[src/rtl/load_store_ctrl.sv]
// ----------------------------------------------------------------------------
// load_store_ctrl
//
// Runs one data-memory access for each core load/store request. It checks the
// command and its alignment, then drives a request/ack handshake with the data
// memory and waits out any wait-states. Store data and byte enables are moved
// to the addressed byte lane. Load data is taken from that lane and then sign-
// or zero-extended according to funct3 (LB/LH/LW/LBU/LHU).
//
// The core holds its pipeline while busy is high.
//
// Parameters
//   TIMEOUT   : maximum number of ACCESS cycles without memAck before the
//               access is aborted (must be >= 2)
//   CNT_W     : width of the wait counter (must be able to hold TIMEOUT)
//
// Ports
//   clk        in   system clock, rising edge
//   rst_n      in   asynchronous active-low reset
//   req        in   core request strobe, looked at only in IDLE
//   we         in   1 = store, 0 = load
//   funct3     in   RISC-V size/sign code
//   addr       in   byte address
//   wdata      in   store data, value in the low bits
//   busy       out  high whenever the controller is not IDLE
//   done       out  one-cycle completion pulse
//   err        out  valid with done: misaligned, illegal funct3 or timeout
//   rdata      out  extended load result, held until the next done
//   memReq     out  memory request, held until ack or abort
//   memWe      out  memory write enable
//   memAddr    out  word address
//   memByteEn  out  byte-lane enables
//   memWdata   out  lane-shifted store data
//   memRdata   in   memory read word
//   memAck     in   memory completion, looked at only in ACCESS
// ----------------------------------------------------------------------------
module load_store_ctrl #(
   parameter int unsigned TIMEOUT = 16,
   parameter int unsigned CNT_W   = 5
) (
   input  logic        clk,
   input  logic        rst_n,
   input  logic        req,
   input  logic        we,
   input  logic [2:0]  funct3,
   input  logic [31:0] addr,
   input  logic [31:0] wdata,
   output logic        busy,
   output logic        done,
   output logic        err,
   output logic [31:0] rdata,
   output logic        memReq,
   output logic        memWe,
   output logic [31:0] memAddr,
   output logic [3:0]  memByteEn,
   output logic [31:0] memWdata,
   input  logic [31:0] memRdata,
   input  logic        memAck
);

   typedef enum logic [1:0] {
      ST_IDLE   = 2'd0,
      ST_ACCESS = 2'd1,
      ST_DONE   = 2'd2
   } state_e;

   // Value of the wait counter on the last ACCESS cycle before an abort.
   localparam logic [CNT_W-1:0] CNT_LAST = CNT_W'(TIMEOUT - 1);

   // funct3[1:0] gives the access size.
   localparam logic [1:0] SZ_BYTE = 2'b00;
   localparam logic [1:0] SZ_HALF = 2'b01;
   localparam logic [1:0] SZ_WORD = 2'b10;

   // -------------------------------------------------------------------------
   // Registered state and outputs
   // -------------------------------------------------------------------------
   state_e            state_q;
   logic [CNT_W-1:0]  cnt_q;
   logic [2:0]        funct3_q;    // size/sign code of the access in flight
   logic [1:0]        lane_q;      // addr[1:0] of the access in flight
   logic              busy_q;
   logic              done_q;
   logic              err_q;
   logic [31:0]       rdata_q;
   logic              mem_req_q;
   logic              mem_we_q;
   logic [31:0]       mem_addr_q;
   logic [3:0]        mem_be_q;
   logic [31:0]       mem_wdata_q;

   // -------------------------------------------------------------------------
   // Command decode on the incoming request
   // -------------------------------------------------------------------------
   logic        cmd_legal;
   logic [3:0]  be_calc;
   logic [31:0] wdata_calc;

   // NOTE: every signal assigned in an always_comb gets a default value first.
   // Otherwise any path that does not assign it infers a latch.
   always_comb begin
      cmd_legal = 1'b1;

      if (we) begin
         // Stores support only SB/SH/SW.
         if (funct3[2] || (funct3[1:0] == 2'b11)) begin
            cmd_legal = 1'b0;
         end
      end else begin
         // Loads support LB/LH/LW/LBU/LHU. 011, 110 and 111 are not valid.
         if ((funct3 == 3'b011) || (funct3 == 3'b110) || (funct3 == 3'b111)) begin
            cmd_legal = 1'b0;
         end
      end

      // Natural alignment: a half must be on an even address, a word on a
      // multiple of four.
      if ((funct3[1:0] == SZ_HALF) && addr[0]) begin
         cmd_legal = 1'b0;
      end
      if ((funct3[1:0] == SZ_WORD) && (addr[1:0] != 2'b00)) begin
         cmd_legal = 1'b0;
      end
   end

   always_comb begin
      be_calc = 4'b1111;
      unique case (funct3[1:0])
         SZ_BYTE: be_calc = 4'b0001 << addr[1:0];
         SZ_HALF: be_calc = 4'b0011 << addr[1:0];
         default: be_calc = 4'b1111;
      endcase
   end

   // The store value is moved up to its byte lane. Bits shifted past bit 31
   // are never enabled, so dropping them is safe.
   assign wdata_calc = wdata << {addr[1:0], 3'b000};

   // -------------------------------------------------------------------------
   // Load data: take the addressed lane, then extend it
   // -------------------------------------------------------------------------
   logic [31:0] lane_data;
   logic [31:0] load_ext;

   assign lane_data = memRdata >> {lane_q, 3'b000};

   always_comb begin
      load_ext = lane_data;
      unique case (funct3_q)
         3'b000:  load_ext = {{24{lane_data[7]}},  lane_data[7:0]};   // LB
         3'b001:  load_ext = {{16{lane_data[15]}}, lane_data[15:0]};  // LH
         3'b100:  load_ext = {24'h000000, lane_data[7:0]};            // LBU
         3'b101:  load_ext = {16'h0000,   lane_data[15:0]};           // LHU
         default: load_ext = lane_data;                               // LW
      endcase
   end

   // -------------------------------------------------------------------------
   // Sequencer
   // -------------------------------------------------------------------------
   // NOTE: sequential state is updated with non-blocking assignments only.
   // Every register then samples pre-edge values, whatever order the
   // statements appear in.
   always_ff @(posedge clk or negedge rst_n) begin
      if (!rst_n) begin
         state_q     <= ST_IDLE;
         cnt_q       <= '0;
         funct3_q    <= 3'b000;
         lane_q      <= 2'b00;
         busy_q      <= 1'b0;
         done_q      <= 1'b0;
         err_q       <= 1'b0;
         rdata_q     <= 32'h0000_0000;
         mem_req_q   <= 1'b0;
         mem_we_q    <= 1'b0;
         mem_addr_q  <= 32'h0000_0000;
         mem_be_q    <= 4'b0000;
         mem_wdata_q <= 32'h0000_0000;
      end else begin
         // done is a single-cycle pulse. Only the transition into DONE raises it.
         done_q <= 1'b0;

         unique case (state_q)
            ST_IDLE: begin
               if (req) begin
                  busy_q   <= 1'b1;
                  funct3_q <= funct3;
                  lane_q   <= addr[1:0];
                  if (cmd_legal) begin
                     mem_req_q   <= 1'b1;
                     mem_we_q    <= we;
                     mem_addr_q  <= {addr[31:2], 2'b00};
                     mem_be_q    <= be_calc;
                     mem_wdata_q <= wdata_calc;
                     cnt_q       <= '0;
                     state_q     <= ST_ACCESS;
                  end else begin
                     // Rejected before it reaches memory. memReq stays low.
                     err_q   <= 1'b1;
                     done_q  <= 1'b1;
                     state_q <= ST_DONE;
                  end
               end
            end

            ST_ACCESS: begin
               // The ack is checked before the timeout, so an ack on the last
               // allowed cycle still completes without error.
               if (memAck) begin
                  mem_req_q <= 1'b0;
                  mem_we_q  <= 1'b0;
                  if (!mem_we_q) begin
                     rdata_q <= load_ext;
                  end
                  err_q   <= 1'b0;
                  done_q  <= 1'b1;
                  state_q <= ST_DONE;
               end else if (cnt_q == CNT_LAST) begin
                  mem_req_q <= 1'b0;
                  mem_we_q  <= 1'b0;
                  err_q     <= 1'b1;
                  done_q    <= 1'b1;
                  state_q   <= ST_DONE;
               end else begin
                  cnt_q <= cnt_q + CNT_W'(1);
               end
            end

            ST_DONE: begin
               busy_q  <= 1'b0;
               err_q   <= 1'b0;
               state_q <= ST_IDLE;
            end

            default: begin
               busy_q    <= 1'b0;
               err_q     <= 1'b0;
               mem_req_q <= 1'b0;
               mem_we_q  <= 1'b0;
               state_q   <= ST_IDLE;
            end
         endcase
      end
   end

   // -------------------------------------------------------------------------
   // Outputs: every output comes directly from a register
   // -------------------------------------------------------------------------
   assign busy      = busy_q;
   assign done      = done_q;
   assign err       = err_q;
   assign rdata     = rdata_q;
   assign memReq    = mem_req_q;
   assign memWe     = mem_we_q;
   assign memAddr   = mem_addr_q;
   assign memByteEn = mem_be_q;
   assign memWdata  = mem_wdata_q;

endmodule
[config.mk]
export PLATFORM = sky130hd
export DESIGN_NAME = load_store_ctrl
export DESIGN_NICKNAME = d
export VERILOG_FILES = /design/src/rtl/load_store_ctrl.sv
export SDC_FILE = /design/constraint.sdc
export NUM_CORES = 1
export LEC_CHECK = 0
export CORE_MARGIN = 3
export CORE_UTILIZATION = 54
export CTS_CLUSTER_DIAMETER = 50
export CTS_CLUSTER_SIZE = 30
export DETAILED_ROUTE_END_ITERATION = 7
export DONT_BUFFER_PORTS = 1
export HOLD_SLACK_MARGIN = 0.02
export PLACE_DENSITY = 0.76
export SYNTH_ARGS = -nofsm -noshare
export SYNTH_HDL_FRONTEND = slang
export SYNTH_SLANG_ARGS = --single-unit
[constraint.sdc]
create_clock -name clk -period 2.3 [get_ports clk]
set_input_delay 0.46 -clock clk [delete_from_list [all_inputs] [get_ports clk]]
set_output_delay 0.46 -clock clk [all_outputs]
set_load 0.01 [all_outputs]
==> impl_metrics.yaml <==
drt:
  dr.pass1.iters: 5
  drtIter0Drc: 289
  vias: 3880
  wl_per_cell_um: 20.6
  ant_nets: 0
  drc: 0
  avgViaCountPerCell: 5.96
  drt_wl_total_mm: 13.4
power_and_ir_drop:
  power_density_nw_per_um2: 1250
  seq_power_share: 0.479
  static-leakage-power_uw: 0.00276
  power_frac_clock: 0.350
  netSwitchingPower_uw: 2450
  comb_power_share: 0.170
  swShare: 0.318
  p_int_uw: 5250
  irDropWorstVdd_mv: 0.644
yosys:
  synth_edf_count: 0
  ys.flop_type: "dfrtp_1"
  synth_cell_types: 45
  synthTopCellsByArea: "dfrtp_1 (53%), mux2_2 (9.9%), mux2i_1 (6.0%)"
  ys_warn_count: 0
  synth_top_cell_area_share: 0.526
  async_flop_share: 1.00
  syn-mean-instance-area_um2: 10.8
  synth_common_cells: "dfrtp_1 (115), nand2_1 (60), mux2_2 (48), o21ai_0 (40)"
  synth_most_common_cell: "dfrtp_1"
  ys_ff_latch: 115
  syn_inst: 508
  seq_area_frac_synth: 0.526
  syn-cell-area_um2: 5470
  yosysTopAreaCell: "dfrtp_1"
timing:
  hold_viol_final: 115
  worst_pin_slew_ps: 719
  fmax_mhz: 499
  skew_ps: 4.33
  rsz0062_at_grt: "false"
  slew-limit-headroom: 0.519
  period_needed_ps: 2000
  tns_ps: 0
  whs_ps: -353
  setup_violations: 0
  fin_crit_sh: 0.871
  report.final.slew_viol_count: 0
min_path:
  hold_class: "in2async"
clock_tree:
  htreeDepth: 4
  cts-root-buf: "clkbuf_8"
  cts_tree: "built"
  cts_sinks: 115
  postCtsHoldBufs: 1
  clk_pin_slew_worst_paths_ps: 50
  cts_buffer_depth: 2
  clk_latency_ps: 510
  cts_buffers: 17
setup_path:
  cp-end-kind: "register"
  path_common_cell: "ha_1"
  reg2reg_to: "cnt_q[3]"
  max_stage_delay_ps: 410
  cp.required_ps: 2700
  r2r-start: "cnt_q[0]"
  reg2reg_depth: 7
  crit_chain: "ha_1 -> and3_1 -> ha_1 -> nor4b_2 -> nand4_1 -> xnor2_1 -> and2_1"
  cp_max_fo: 4
  start_kind: "register"
  r2r_slack_ps: 300
  critical_path_class: "reg2reg"
  cpMaxStageDelayCell: "dfrtp_1"
  arrival_ps: 2400
  crit_start: "cnt_q[0]"
global_route:
  grt_use_met1: 0.283
  top_usage_layer: "met2"
  grt_overflow_total: 0
  grt_util_met3: 0.116
  gr-usage-met2: 0.376
  grt_pass1_wl_mm: 20.9
  track_usage: 0.237
  antenna_found_initial: 1
  grt_pass1_vias: 3941
  grt_max_degree: 116
finish:
  final_cells: 651
  final_nets: 610
  area.growth.synth_to_final_pct: 12.6
  final_cell_area_um2: 6160
  fillers: 800
  drive_gt1_frac: 0.188
  multi_input_area_um2: 2370
  register_area_um2: 2880
die:
  ios: 209
  die_area_um2: 11400
  start_util: 0.557
  rows: 36
  core-area_um2: 9820
  die_w_um: 107
  dieHeight_um: 107
placement:
  placed_area_um2: 5530
  io_buffers: 0
  place_congestion: 0.813
  dpl.hpwl_mm: 9.60
  placed_cells: 617
status:
  status: "finished with violations"
  violations: "hold timing"
job:
  cap_violations: 0
==> critical path: cells and delay by family (launching register included) <==
kind	cells	cell delay, ps
xor gates and xnor gates	1	160
and+or+nand+nor	4	890
DFF	1	410
adders and majority gates	2	450
==> power by group through the flow <==
stage	combinational (µW)	clock (µW)	sequential (µW)
2_1_floorplan	1140	0	3480
3_3_place_gp	1240	0	3710
3_5_place_dp	1310	0	3720
4_1_cts	1310	2750	3700
5_1_grt	1470	2850	3790
6_report	1310	2700	3690
==> routing by layer <==
metal | vias to the layer above | routed length [µm] | share of wire
li1 | 1787 | - | -
met1 | 1900 | 5100 | 0.38
met2 | 179 | 6600 | 0.49
met3 | 14 | 1550 | 0.12
met4 | 0 | 152 | 0.011
met5 | - | 0 | 0
==> cell type report <==
type / instances / area share
antenna: 1 / 0.000406
timing repair buffer: 13 / 0.0183
clock buffer: 22 / 0.0736
clock inverter: 10 / 0.0252
sequential: 115 / 0.467
inverter: 4 / 0.00244
multi-input combinational: 353 / 0.386
tap: 133 / 0.0270
==> logic make-up (layout without fill, tap and decap cells) <==
kind of cell	Yosys count	count (layout)	share of synthesized area
buffers and inverters	41	49	0.0428
xor gates and xnor gates	2	2	0.00320
DFF	115	115	0.526
adders and majority gates	2	2	0.00457
other	1	3	0.000686
muxes	85	85	0.170
and+or+nand+nor	151	151	0.130
AOI/OAI and AO/OA	111	111	0.123
==> layout by cell type, fill, tap and decap left out, types with 2 or more instances in the layout <==
cell type,instances
inv_1,4
mux2i_1,33
dfrtp_1,115
mux2_2,48
clkinv_2,4
clkinvlp_4,2
clkbuf_16,16
or2_2,2
a211oi_1,10
and2_1,9
o31ai_1,9
nand3_1,20
a221o_1,9
ha_1,2
a21oi_1,35
conb_1,2
o21ai_0,40
mux2_1,3
nor2_1,35
nor2b_1,11
nand2_1,60
bufinv_16,4
and3_1,2
xnor2_1,2
clkbuf_8,3
clkbuf_1,3
nand2b_1,2
buf_4,11
==> how the worst max path moves through the flow <==
| stage | end | cells past startpoint |
|---|---|---|
| 5_1_grt | cnt_q[3] | 7 |
| 6_report | cnt_q[3] | 7 |
| 3_5_place_dp | cnt_q[3] | 7 |
| 2_1_floorplan | cnt_q[3] | 7 |
| 3_3_place_gp | cnt_q[3] | 7 |
| 4_1_cts | cnt_q[3] | 7 |
==> registers in the layout (all words and copies together), names as in the netlist <==
name / cells
done: 1
memWe: 1
lane_q: 2
cnt_q: 5
rdata: 32
memAddr: 30
err: 1
memWdata: 32
state_q: 2
memReq: 1
memByteEn: 4
funct3_q: 3
busy: 1
==> per-stage QoR <==
| step | setup slack (ps) | util | total power (µW) |
|---|---|---|---|
| CTS | 176 | 0.626 | 7760 |
| global route | 155 | 0.627 | 8110 |
| finish | 296 | 0.627 | 7700 |
| global placement | 287 | 0.563 | 4950 |
| detailed placement | 186 | 0.563 | 5030 |
| floorplan | 372 | - | 4620 |
==> what timing repair did <==
item | in CTS | in global routing
endpoints found under the setup margin | 0 | 1
hold endpoints to repair | 121 | 115
setup buffers | 0 | 0
resized for setup | 0 | 1
Note: power is estimated with default switching activity, not from simulation.
